===== src/rtl/cpu_debug_display.sv =====
// Board-side debug controller for the single-cycle core: generates the core clock
// enable (free run or debounced single step) and scans a multi-digit 7-segment display.
module cpu_debug_display #(
    parameter int STEP_DIV        = 100_000_000,
    parameter int SCAN_DIV        = 100_000,
    parameter int NUM_DIGITS      = 8,
    parameter int DEBOUNCE_CYCLES = 1_000_000
) (
    input  logic                    clk,
    input  logic                    rst,
    input  logic                    mode_run,
    input  logic                    step_btn,
    input  logic [4*NUM_DIGITS-1:0] data_in,
    input  logic [NUM_DIGITS-1:0]   dp_in,
    input  logic                    blank_lz,
    output logic                    cpu_ce,
    output logic [7:0]              an,
    output logic [7:0]              seg,
    output logic [15:0]             step_count
);

    localparam int DIV_W  = $clog2(STEP_DIV);
    localparam int SCAN_W = (SCAN_DIV > 1) ? $clog2(SCAN_DIV) : 1;
    localparam int DB_W   = (DEBOUNCE_CYCLES > 1) ? $clog2(DEBOUNCE_CYCLES) : 1;

    localparam logic [DIV_W-1:0]  DIV_MAX  = DIV_W'(STEP_DIV - 1);
    localparam logic [SCAN_W-1:0] SCAN_MAX = SCAN_W'(SCAN_DIV - 1);
    localparam logic [DB_W-1:0]   DB_MAX   = DB_W'(DEBOUNCE_CYCLES - 1);
    localparam logic [2:0]        DIG_MAX  = 3'(NUM_DIGITS - 1);

    function automatic logic [6:0] hex7(input logic [3:0] v);
        case (v)
            4'h0: hex7 = 7'b1000000;
            4'h1: hex7 = 7'b1111001;
            4'h2: hex7 = 7'b0100100;
            4'h3: hex7 = 7'b0110000;
            4'h4: hex7 = 7'b0011001;
            4'h5: hex7 = 7'b0010010;
            4'h6: hex7 = 7'b0000010;
            4'h7: hex7 = 7'b1111000;
            4'h8: hex7 = 7'b0000000;
            4'h9: hex7 = 7'b0010000;
            4'hA: hex7 = 7'b0001000;
            4'hB: hex7 = 7'b0000011;
            4'hC: hex7 = 7'b1000110;
            4'hD: hex7 = 7'b0100001;
            4'hE: hex7 = 7'b0000110;
            default: hex7 = 7'b0001110;
        endcase
    endfunction

    logic mode_s1, mode_s2, btn_s1, btn_s2;
    logic [DIV_W-1:0] div;
    logic [DB_W-1:0] db_cnt;
    logic deb, deb_prev, armed;
    logic mode_edge, run_tick, step_tick;
    logic [4*NUM_DIGITS-1:0] shadow_data;
    logic [NUM_DIGITS-1:0] shadow_dp;
    logic [SCAN_W-1:0] scan_cnt;
    logic [2:0] digit;
    logic [3:0] nib_p0;
    logic dp_p0, zero_up, blank_p0;
    logic [7:0] an_p0;

    // Synchronizers carry no reset so they already track the pins at reset release;
    // this keeps a held button from looking like a fresh press.
    always_ff @(posedge clk) begin
        mode_s1 <= mode_run;
        mode_s2 <= mode_s1;
        btn_s1  <= step_btn;
        btn_s2  <= btn_s1;
    end

    // A mode flip is seen one cycle before the synchronized level changes, so the
    // divider is already 0 on the first cycle of the new mode.
    assign mode_edge = mode_s1 ^ mode_s2;
    assign run_tick  = mode_s2 && !mode_edge && (div == DIV_MAX);
    assign step_tick = !mode_s2 && armed && deb && !deb_prev;

    always_ff @(posedge clk or posedge rst) begin
        if (rst)
            div <= '0;
        else if (mode_edge || !mode_s2 || div == DIV_MAX)
            div <= '0;
        else
            div <= div + DIV_W'(1);
    end

    always_ff @(posedge clk or posedge rst) begin
        if (rst) begin
            db_cnt   <= '0;
            deb      <= 1'b0;
            deb_prev <= 1'b0;
            armed    <= 1'b0;
        end else begin
            deb_prev <= deb;
            armed    <= armed | ~btn_s2;
            if (btn_s2 == deb) begin
                db_cnt <= '0;
            end else if (db_cnt == DB_MAX) begin
                deb    <= btn_s2;
                db_cnt <= '0;
            end else begin
                db_cnt <= db_cnt + DB_W'(1);
            end
        end
    end

    always_ff @(posedge clk or posedge rst) begin
        if (rst) begin
            cpu_ce      <= 1'b0;
            step_count  <= '0;
            shadow_data <= '0;
            shadow_dp   <= '0;
        end else begin
            cpu_ce     <= run_tick | step_tick;
            step_count <= step_count + 16'(cpu_ce);
            if (cpu_ce) begin
                shadow_data <= data_in;
                shadow_dp   <= dp_in;
            end
        end
    end

    always_ff @(posedge clk or posedge rst) begin
        if (rst) begin
            scan_cnt <= '0;
            digit    <= '0;
        end else if (scan_cnt == SCAN_MAX) begin
            scan_cnt <= '0;
            digit    <= (digit == DIG_MAX) ? 3'd0 : digit + 3'd1;
        end else begin
            scan_cnt <= scan_cnt + SCAN_W'(1);
        end
    end

    // Stage p0: select the active digit's nibble, point and blanking state
    always_comb begin
        nib_p0  = 4'h0;
        dp_p0   = 1'b0;
        zero_up = 1'b1;
        an_p0   = 8'hFF;
        for (int i = 0; i < NUM_DIGITS; i++) begin
            if (digit == 3'(i)) begin
                nib_p0 = shadow_data[4*i +: 4];
                dp_p0  = shadow_dp[i];
            end
            if (3'(i) >= digit && shadow_data[4*i +: 4] != 4'h0)
                zero_up = 1'b0;
        end
        blank_p0     = blank_lz && (digit != 3'd0) && zero_up;
        an_p0[digit] = 1'b0;
    end

    // Stage p1: registered anode and segment drive
    always_ff @(posedge clk or posedge rst) begin
        if (rst) begin
            an  <= 8'hFF;
            seg <= 8'hFF;
        end else begin
            an  <= an_p0;
            seg <= blank_p0 ? 8'hFF : {~dp_p0, hex7(nib_p0)};
        end
    end

endmodule


===== config.mk =====
export PLATFORM = sky130hd
export DESIGN_NAME = cpu_debug_display
export DESIGN_NICKNAME = d
export VERILOG_FILES = /design/src/rtl/cpu_debug_display.sv
export SDC_FILE = /design/constraint.sdc
export NUM_CORES = 1
export LEC_CHECK = 0
export BUFFER_PORTS_ARGS = -buffer_cell sky130_fd_sc_hd__buf_2
export CELL_PAD_IN_SITES_DETAIL_PLACEMENT = 0
export CELL_PAD_IN_SITES_GLOBAL_PLACEMENT = 2
export CORE_MARGIN = 3
export CORE_UTILIZATION = 30
export CTS_BUF_LIST = sky130_fd_sc_hd__clkbuf_8
export DETAILED_ROUTE_END_ITERATION = 16
export GPL_TIMING_DRIVEN = 0
export PLACE_DENSITY = 0.62
export SETUP_SLACK_MARGIN = 0.2
export SYNTH_ARGS = -nofsm -noshare
export SYNTH_HDL_FRONTEND = slang
export SYNTH_SLANG_ARGS = --single-unit

===== constraint.sdc =====
create_clock -name clk -period 9.45 [get_ports clk]
set_input_delay 0.945 -clock clk [delete_from_list [all_inputs] [get_ports clk]]
set_output_delay 0.945 -clock clk [all_outputs]
set_load 0.03 [all_outputs]

# ---- Yosys cells after proc, flatten, opt, wreduce, memory -nomap -nowiden
# Memories as Yosys holds them, arrays and structs flattened.
# Cells that the tools add are included.
dict set report classes {
  n_addsub 5
  n_lt_le_gt_ge 10
  eq_ne 11
  mux 32
  n_bitwise 7
  n_reduce_logical 32
}
# operator n
set ops {}
lappend ops {{20-bit two-way mux} 2}
lappend ops {{4-bit two-way mux} 8}
lappend ops {{4-bit nonzero test} 8}
lappend ops {{27-bit by 1-bit adder with 27-bit output, second input constant} 1}
lappend ops {{27-bit == test, second input constant} 1}
lappend ops {{27-bit two-way mux} 1}
lappend ops {{20-bit by 1-bit adder with 20-bit output, second input constant} 1}
lappend ops {{20-bit == test, second input constant} 1}
lappend ops {{17-bit by 1-bit adder with 17-bit output, second input constant} 1}
lappend ops {{17-bit == test, second input constant} 1}
lappend ops {{1-bit two-way mux} 17}
lappend ops {{17-bit two-way mux} 1}
lappend ops {{16-bit by 1-bit adder with 16-bit output} 1}
lappend ops {{1-bit logical AND} 16}
lappend ops {{3-bit == test, second input constant} 4}
lappend ops {{3-bit >= comparator, first input constant} 4}
lappend ops {{8-bit two-way mux} 1}
lappend ops {{8-bit inverter} 1}
lappend ops {{3-bit by 2-bit == test with 1-bit output, second input constant} 2}
lappend ops {{1-bit by 3-bit >= comparator with 1-bit output, first input constant} 2}
lappend ops {{2-bit by 3-bit >= comparator with 1-bit output, first input constant} 2}
lappend ops {{3-bit by 4-bit less-than comparator with 1-bit output, second input constant} 1}
lappend ops {{3-bit by 1-bit adder with 3-bit output, second input constant} 1}
lappend ops {{1-bit demux with 3-bit select} 1}
lappend ops {{other kinds (12)} 18}
dict set report totals {
  ff_bits 147
  mem_bits_ro 112
  input_bits 45
  output_inout_bits 33
  wordCells 115
  mem_count 1
}
# name depth width rd rd_ports_with_merged_regs write_ports line
set memory_table {}
lappend memory_table {{(no name shown)} 16 7 1 0 0 32} ;# case (v)

# ---- Depth between registers and ports, before layout
# Gate-level depths: netlist of run 1.
dict set report depth {
  depth_word 12
  mapped_depth 13
  depth_no_buf 11
}

# ---- Worst setup path before layout of run 1
# Ideal clock, no wire load.
dict set report synth_path {
  path_kind {reg-to-reg}
  startpoint {register digit[1]}
  endpoint {register seg[4]}
  setup_time_ns 0.082
  t_arrival_ns 2.691
  required_ns 9.368
  path_slack_ns 6.678
  stages_incl_launch_ff 13
  path_buffers 2
  synth_period_minus_slack_ns 2.772
  path_cell_list {dfrtp_1 -> clkbuf_1 -> inv_1 -> ha_1 -> clkbuf_1 -> nand2_1 -> o2bb2ai_1 -> a221oi_1 -> o22ai_1 -> inv_1 -> ha_1 -> mux2_2 -> a211o_1}
}
dict set report synth_between {
  elab_chain_cells 12
  word_cells_on_any_way 45
  cone_classes {8 x order compare; 7 x eq/ne; 17 x mux; 12 x reduce/logical; 1 x memory}
}
# item line
set synth_rtl {}
lappend synth_rtl {{start, declared} 60} ;# logic [2:0] digit;
lappend synth_rtl {{start signal, assigned} 131} ;# digit <= (digit == DIG_MAX) ? 3'd0 : digit + 3'd1;
lappend synth_rtl {{branches (longest 11 deep; another with memory 16 x 7 bit)} --}
lappend synth_rtl {{8-bit two-way mux (*)} 162} ;# seg <= blank_p0 ? 8'hFF : {~dp_p0, hex7(nib_p0)};
lappend synth_rtl {{end signal, assigned} 162}
lappend synth_rtl {{end, declared} 18} ;# output logic [7:0] seg,
# Every way passes the cells marked *.
# A chain may end at the register's enable or synchronous reset.

# ---- Worst setup path in the final report of run 1
# Same ends and word-level chain as after synthesis.

==> results of run 1 <==
-- Yosys cell counts (4+ instances only) --
cell	count	share of area, %
nor4_1	11	1.0
and4_1	5	0.64
xor2_1	38	4.9
dfrtp_1	127	46
a21oi_1	4	0.29
ha_1	16	2.9
clkbuf_1	12	0.66
nand2b_1	5	0.46
dfstp_2	16	6.1
a211oi_1	4	0.44
nand4_1	13	1.2
and3_1	19	1.7
dfxtp_1	4	1.2
and2_1	8	0.73
mux2i_1	5	0.73
nor3_1	9	0.66
nand2_1	45	2.5
inv_1	18	0.99
nand3_1	39	2.9
mux2_2	44	7.2
xnor2_1	35	4.5
buf_2	4	0.29
o21ai_0	7	0.51
nor2_1	81	4.4
-- stage by stage --
step | setup WS, ns | area (sq um) | hold slack (ns) | total power [uW]
global route | 5.54 | 7960 | 0.365 | 1160
global placement | 2.90 | 7580 | 0.347 | 675
floorplan | 4.69 | 6840 | 0.310 | 659
detailed placement | 5.84 | 7610 | 0.339 | 678
finish | 5.86 | 7960 | 0.353 | 1100
CTS | 5.83 | 7960 | 0.356 | 1130
-- kinds of logic (layout without fill, tap and decap cells) --
group	count (synthesis)	after routing	synth area share, %
AO/OA/AOI/OAI	46	46	5.14
XOR/XNOR	73	73	9.35
flip-flops	147	147	53.8
multiplexers	50	50	8.19
buffers and inverters	40	150	2.49
AND/OR/NAND/NOR	252	252	18.1
other	0	1	0
adder cells (fa/ha/maj)	16	16	2.93
-- power groups by stage --
stage          combinational, uW  sequential [uW]  clock, uW
3_3_place_gp                29.6              646          0
6_report                    30.4              633        441
3_5_place_dp                32.2              645          0
4_1_cts                     32.2              633        462
5_1_grt                     35.6              634        492
2_1_floorplan               14.5              645          0
-- critical path: cells and delay by family (launching register included) --
kind                       cells  cell delay [ns]
AOI/OAI and AO/OA              4             1.09
buffers and inverters          4             1.06
DFF                            1             0.52
adders and majority gates      2             0.49
muxes                          1             0.26
and+or+nand+nor                1             0.11
-- per-layer routing --
metal | vias to the layer above | wire length (um) | part of all wire, %
li1 | 2364 | - | -
met1 | 2364 | 7530 | 47
met2 | 81 | 7530 | 47
met3 | 23 | 834 | 5.2
met4 | 8 | 206 | 1.3
met5 | - | 57 | 0.35
-- layout make-up --
type,count,area [sq um],share of cell area (%)
multi-input combinational,437,2990,37.6
clock buffer,19,262,3.29
clock inverter,13,85.1,1.07
timing repair buffer,78,413,5.19
antenna,1,2.50,0.0314
sequential,147,3680,46.2
inverter,18,72.6,0.912
tap,280,350,4.40
buffer,22,103,1.29
-- flip-flops by register name, indices dropped and copies added (netlist names), 3 cells and up --
name	flops
shadow_dp	8
step_count	16
shadow_data	32
db_cnt	20
digit	3
seg	8
an	8
scan_cnt	17
div	27
-- final timing paths --
path	endpoint	slack, ns	cells past startpoint
max	seg[4]	5.86	12
min	btn_s2	0.35	0
max reg2reg	seg[4]	5.86	12
min reg2reg	btn_s2	0.35	0
max in group asynchronous	seg[7]	8.04	3
min in group asynchronous	db_cnt[9]	0.54	2
==> flow_metrics.py, run 1 <==
metrics = {
    "run_status": {
        "outcome": "finished clean",
    },
    "route": {
        "first_pass_iters": 4,
        "ant_nets": 0,
        "vias": 4840,
        "viasPerCell": 4.77,
        "routed_wl_mm": 16.2,
        "routedWlPerCell_um": 15.9,
        "drcViolationCount": 0,
        "drtIter0Drc": 213,
    },
    "job": {
        "drv_cap": 0,
    },
    "power": {
        "cellPowerDensity_nw_per_um2": 139,
        "combPwrFrac_pct": 2.7,
        "switching_share_pct": 22.7,
        "p_int_uw": 855,
        "switchingPower_uw": 250,
        "peakVddDrop_mv": 0.0743,
        "p_clk_share_pct": 39.9,
        "p_leak_uw": 0.00372,
        "p_seq_share_pct": 57.3,
    },
    "die": {
        "start_util_pct": 31.0,
        "die_h_um": 157,
        "die_w_um": 157,
        "ios": 78,
        "std_cell_rows": 54,
        "core_sq_um": 22100,
        "die_area_sq_um": 24600,
    },
    "yosys": {
        "synth_flop_cell": "dfrtp_1",
        "netlist_instances": 624,
        "async_reset_ff_share_pct": 97.3,
        "synth_cell_types": 59,
        "yosys_register_bits": 147,
        "syn_nets": 685,
        "syn-cell-area_sq_um": 6840,
        "seq_area_frac_synth_pct": 53.8,
        "ys_warn_count": 0,
        "synth-edff-count": 0,
        "synth.avg_cell_area_sq_um": 11.0,
    },
    "sta": {
        "tightest_slew_ns": 0.651,
        "fin_crit_ns": 3.59,
        "rsz0062_at_grt": "false",
        "drv_slew": 0,
        "hold_viol": 0,
        "setup-tns-final_ns": 0,
        "slew_headroom_pct": 56.6,
        "fmax_mhz": 279,
        "skew_ns": 0.0191,
        "period_share_pct": 38.0,
        "finalSetupViolations": 0,
    },
    "clock_tree": {
        "cts.path.max_buffers": 2,
        "cts_setup_buffers": 0,
        "htreeDepth": 4,
        "cts_resized": 0,
        "cts_tree": "yes",
        "hold_buffers": 0,
        "root_buffer": "clkbuf_8",
        "cts_buffers": 17,
        "clock_latency_ns": 0.45,
        "cts.sinks": 147,
        "clkTransAtPathRegs_ns": 0.08,
    },
    "finish": {
        "final_nets": 782,
        "utilization_pct": 36.0,
        "final_common_cell": "dfrtp_1",
        "drive_gt1_share_pct": 24.3,
        "final_cell_count_no_fill": 1015,
        "syn_to_final_growth_pct": 16.3,
        "fillers": 2231,
        "layout_common_cells": "127 x dfrtp_1, 81 x nor2_1, 81 x buf_2",
    },
    "global_routing": {
        "met3_usage_pct": 4.37,
        "use_met2_pct": 21.5,
        "grt_use_total_pct": 13.6,
        "grt.busiest_layer": "met2",
        "grt_max_degree": 93,
        "antenna_found_initial": 5,
        "grt_overflow": 0,
        "grtUsageMet1_pct": 17.6,
        "grt_pass1_wl_mm": 26.4,
        "first_global_vias": 4944,
    },
    "worst_setup_path": {
        "cp.required_ns": 9.82,
        "cp_max_fo": 10,
        "cp-startpoint": "digit[1]",
        "cp_slowest_cell": "dfrtp_1",
        "crit_path_start_kind": "flip-flop",
        "critPathKind": "flip-flop to flip-flop",
        "path_cells": "clkbuf_1 -> inv_1 -> ha_1 -> clkbuf_1 -> nand2_1 -> o2bb2ai_1 -> a221oi_1 -> o22ai_1 -> inv_1 -> ha_1 -> mux2_2 -> a211o_1",
        "slowest_delay_ns": 0.52,
        "end_kind": "flip-flop",
        "critPathArrivalTime_ns": 3.96,
        "r2r-start": "digit[1]",
    },
    "worst_hold_path": {
        "hold_class": "flip-flop to flip-flop",
        "min_from": "btn_s1",
    },
    "place": {
        "portBuffers": 77,
        "numPlacedInstances": 982,
        "dp_hpwl_mm": 11.7,
        "routabilityCongestion": 0.788,
    },
}
Note: power is estimated with default switching activity, not from simulation.
==> inputs of run 2 (changes only) <==
PLACE_DENSITY = 0.64   (was 0.62)
clock period = 3.3 ns   (was 9.45 ns; I/O delays follow)
==> flow_metrics.py, run 2 (synthesized netlist as in run 1, its figures left out) <==
metrics = {
    "run_status": {
        "outcome": "finished clean",
    },
    "place": {
        "numPlacedInstances": 985,
        "portBuffers": 77,
        "postPlaceCellArea_sq_um": 7670,
        "dp_hpwl_mm": 11.8,
        "routabilityCongestion": 0.822,
    },
    "route": {
        "ant_nets": 0,
        "first_pass_iters": 5,
        "drcViolationCount": 0,
        "vias": 4857,
        "routed_wl_mm": 15.9,
        "viasPerCell": 4.75,
        "routedWlPerCell_um": 15.5,
        "drtIter0Drc": 178,
    },
    "die": {
        "core_sq_um": 22100,
        "die_w_um": 157,
        "die_area_sq_um": 24600,
        "start_util_pct": 31.0,
        "std_cell_rows": 54,
        "die_h_um": 157,
        "ios": 78,
    },
    "worst_setup_path": {
        "critPathArrivalTime_ns": 3.33,
        "rrSetupSlack_ns": 0.35,
        "end_kind": "flip-flop",
        "cp-startpoint": "digit[0]",
        "slowest_delay_ns": 0.47,
        "r2r-start": "digit[0]",
        "cp.required_ns": 3.68,
        "cp_common_cell": "buf_2",
        "critPathKind": "flip-flop to flip-flop",
        "cp_max_fo": 10,
        "cp_slowest_cell": "a32oi_1",
        "r2r_cells": 9,
        "crit_path_start_kind": "flip-flop",
        "path_cells": "inv_1 -> ha_1 -> buf_2 -> and2_1 -> buf_2 -> a221o_1 -> a32oi_1 -> mux2_2 -> a211o_1",
    },
    "finish": {
        "antenna_cells": 0,
        "final_area_sq_um": 8200,
        "utilization_pct": 37.1,
        "reg_top3": "shadow_data x32, div x27, db_cnt x20",
        "final_nets": 790,
        "regMostFlops": "shadow_data",
        "drive_gt1_share_pct": 26.5,
        "layout_common_cells": "126 x dfrtp_1, 82 x buf_2, 80 x nor2_1",
        "largest_reg_flops": 32,
        "syn_to_final_growth_pct": 19.8,
        "final_common_cell": "dfrtp_1",
        "final_cell_count_no_fill": 1022,
    },
    "clock_tree": {
        "cts_buffers": 17,
        "cts.path.max_buffers": 2,
        "htreeDepth": 4,
        "cts_tree": "yes",
        "clkTransAtPathRegs_ns": 0.08,
        "cts.sinks": 147,
        "root_buffer": "clkbuf_8",
        "clock_latency_ns": 0.44,
    },
    "global_routing": {
        "first_global_vias": 5008,
        "grt_overflow": 0,
        "grt_use_total_pct": 13.3,
        "grt_pass1_wl_mm": 26.1,
        "antenna_found_initial": 3,
        "grt_max_degree": 43,
    },
    "worst_hold_path": {
        "min_from": "dp_in[7]",
        "hold_class": "input port to flip-flop",
        "min_path_cells": 2,
    },
    "sta": {
        "fin_crit_ns": 2.95,
        "hold_viol": 0,
        "fmax_mhz": 339,
        "finalSetupViolations": 0,
        "period_share_pct": 89.4,
        "rsz0062_at_grt": "false",
        "drv_slew": 0,
        "tightest_slew_ns": 0.707,
        "skew_ns": 0.0153,
        "slew_headroom_pct": 52.9,
    },
    "power": {
        "cellPowerDensity_nw_per_um2": 426,
        "p_total_uw": 3490,
        "p_leak_uw": 0.00379,
        "peakVddDrop_mv": 0.239,
    },
    "job": {
        "drv_cap": 0,
    },
}
-- run 2: cell count changes in the layout (fill, tap and decap cells not counted), moves of 2 or more --
cell and delta:
buf_4 +2, inv_1 -7, clkinv_2 -2, dlygate4sd3_1 +3, clkbuf_1 -3, clkinvlp_4 +4
buf_12 +3, clkbuf_2 +2, bufinv_16 +3
-- run 2: path summary, 6_finish.rpt --
kind / to
worst max-delay path: seg[4]
worst min-delay path: shadow_dp[7]
worst max register to register: seg[4]
worst min register to register: btn_s2
max in group asynchronous: an[1]
min in group asynchronous: db_cnt[12]
-- run 2: layer usage --
layer / wire (um) / track usage, % / part of all wire, %
met1: 7170 / 16.6 / 45
met2: 7790 / 22.4 / 49
met3: 736 / 4.23 / 4.6
met4: 123 / 3.58 / 0.78
met5: 47 / 0 / 0.30
-- run 2: worst max-delay path: cells and delay by family, from the launching register on --
family                     cells  cell delay, ns
AOI/OAI and AO/OA              3            1.16
DFF                            1            0.44
muxes                          1            0.40
and+or+nand+nor                1            0.16
adders and majority gates      1            0.22
buffers and inverters          3            0.50
-- run 2: cell type report --
cell class	instances	area [sq um]
plain buffers	22	106
clock buffers	20	275
clock inverters	12	179
fillers	2221	13900
inverters	18	71.3
multi-input cells	437	3020
flip-flops and latches	147	3680
well taps	280	350
repair buffers	86	518
-- run 2: where the power goes --
part | switching [uW] | internal, uW
registers | 6.12 | 1810
logic | 58.8 | 38.1
clock network | 692 | 885
total | 757 | 2730
-- run 2: per-stage QoR --
step	TNS, ns	hold slack (ns)	setup slack, ns
6_report	0	0.111	0.350
5_1_grt	0	0.0687	0.199
4_1_cts	0	0.0732	0.201
3_5_place_dp	-1.05	0.335	-0.301
3_3_place_gp	-0.995	0.352	-0.294
2_1_floorplan	0	0.310	0.528
-- run 2: what timing repair did --
item	CTS	global route
hold buffers	3	0
pin swaps	1	1
hold endpoints to repair	15	0
endpoints found under the setup margin	7	4
setup buffers	1	1
resized for setup	4	6
==> inputs of run 3 (changes only) <==
CAP_MARGIN = 20   (was default)
CTS_BUF_LIST = default   (was sky130_fd_sc_hd__clkbuf_8)
SKIP_CTS_REPAIR_TIMING = 1   (was default)
==> flow_metrics.py, run 3 (synthesized netlist as in run 1, its figures left out) <==
metrics = {
    "run_status": {
        "outcome": "finished clean",
    },
    "die": {
        "core_sq_um": 22100,
        "start_util_pct": 31.0,
        "std_cell_rows": 54,
        "die_h_um": 157,
        "ios": 78,
        "die_w_um": 157,
        "die_area_sq_um": 24600,
    },
    "finish": {
        "layout_common_cells": "125 x dfrtp_1, 82 x buf_2, 80 x nor2_1",
        "regMostFlops": "shadow_data",
        "antenna_cells": 0,
        "drive_gt1_share_pct": 27.0,
        "final_nets": 792,
        "final_cell_count_no_fill": 1024,
        "final_common_cell": "dfrtp_1",
        "reg_top3": "shadow_data x32, div x27, db_cnt x20",
        "largest_reg_flops": 32,
        "syn_to_final_growth_pct": 22.8,
    },
    "worst_hold_path": {
        "min_from": "step_btn",
        "min_path_cells": 1,
        "hold_class": "input port to flip-flop",
        "whs_endpoint": "btn_s1",
    },
    "clock_tree": {
        "cts.sinks": 147,
        "cts_buffers": 17,
        "clock_latency_ns": 0.42,
        "clkTransAtPathRegs_ns": 0.06,
        "cts.path.max_buffers": 2,
        "htreeDepth": 4,
        "root_buffer": "clkbuf_16",
        "cts_tree": "yes",
    },
    "worst_setup_path": {
        "critPathArrivalTime_ns": 3.34,
        "cp-startpoint": "digit[0]",
        "cp_max_fo": 10,
        "cp_num_buf_inv": 4,
        "r2r_cells": 12,
        "rrSetupSlack_ns": 0.31,
        "crit_path_start_kind": "flip-flop",
        "r2r-start": "digit[0]",
        "cp_top_family": "compound AO/OA/AOI/OAI gates",
        "end_kind": "flip-flop",
        "critPathKind": "flip-flop to flip-flop",
        "cp_slowest_cell": "dfrtp_2",
        "cp.required_ns": 3.65,
        "slowest_delay_ns": 0.41,
        "r2r_end": "seg[4]",
        "path_cells": "inv_1 -> ha_1 -> buf_2 -> and2_1 -> buf_2 -> nor2_2 -> o221ai_1 -> o22ai_2 -> inv_1 -> ha_1 -> mux2_2 -> a211o_1",
    },
    "sta": {
        "hold_viol": 0,
        "period_share_pct": 90.7,
        "finalSetupViolations": 0,
        "slew_headroom_pct": 52.8,
        "setup_slack_ns": 0.308,
        "skew_ns": 0.00853,
        "rsz0062_at_grt": "false",
        "tightest_slew_ns": 0.709,
        "drv_slew": 0,
        "fin_crit_ns": 2.99,
        "setup-tns-final_ns": 0,
        "fmax_mhz": 334,
    },
    "power": {
        "cellPowerDensity_nw_per_um2": 476,
        "peakVddDrop_mv": 0.281,
        "p_leak_uw": 0.00389,
        "p_total_uw": 4000,
    },
    "route": {
        "first_pass_iters": 5,
        "routed_wl_mm": 16.0,
        "drtIter0Drc": 192,
        "viasPerCell": 4.79,
        "vias": 4905,
        "ant_nets": 0,
        "drcViolationCount": 0,
        "routedWlPerCell_um": 15.6,
    },
    "global_routing": {
        "grt_max_degree": 43,
        "grt_pass1_wl_mm": 26.2,
        "grt_overflow": 0,
        "first_global_vias": 5034,
        "grt_use_total_pct": 13.4,
        "antenna_found_initial": 3,
    },
    "place": {
        "dp_hpwl_mm": 11.8,
        "pre_cts_slack_ns": -0.301,
        "numPlacedInstances": 985,
        "portBuffers": 77,
        "routabilityCongestion": 0.822,
    },
    "job": {
        "drv_cap": 0,
    },
}
run 3: worst reg2reg max path, delay by kind of cell (launching register included):
| kind | cells | cell delay [ns] |
|---|---|---|
| buffers and inverters | 4 | 0.64 |
| adders and majority gates | 2 | 0.45 |
| DFF | 1 | 0.41 |
| AOI/OAI and AO/OA | 3 | 0.82 |
| and+or+nand+nor | 2 | 0.34 |
| muxes | 1 | 0.26 |
run 3: how the worst max path moves through the flow:
stage	cells after the start	slack, ns	end
CTS	12	-0.32	seg[4]
detailed placement	12	-0.30	seg[4]
finish	12	0.31	seg[4]
global placement	12	-0.29	seg[4]
global route	12	0.16	seg[4]
floorplan	12	0.53	seg[4]
run 3: power breakdown:
| part | switching, uW | internal, uW | total [uW] |
|---|---|---|---|
| Combinational | 58.8 | 37.3 | 96.1 |
| Clock | 760 | 1330 | 2090 |
| Sequential | 6.12 | 1810 | 1820 |
| Total | 825 | 3180 | 4000 |
run 3: per-layer routing:
metal / up-vias / share of wire (%) / track usage (%)
li1: 2372 / - / -
met5: - / 0.29 / 0
met1: 2423 / 45 / 16.6
met3: 24 / 5.1 / 4.23
met4: 6 / 1.6 / 3.50
met2: 80 / 48 / 22.8
run 3: through the flow:
stage	utilization [%]	instance area, sq um	hold slack, ns
floorplan	-	6840	0.310
global placement	34.3	7580	0.352
detailed placement	34.7	7670	0.335
CTS	37.6	8310	-0.113
global route	38.0	8400	0.00760
finish	38.0	8400	0.0157
run 3: final cells by class:
cell class	count	area [sq um]
buffer	22	109
clock buffer	21	470
clock inverter	11	175
fill	2196	13700
inverter	18	71.3
multi-input combinational	437	3020
sequential	147	3680
tap	280	350
timing repair buffer	88	531
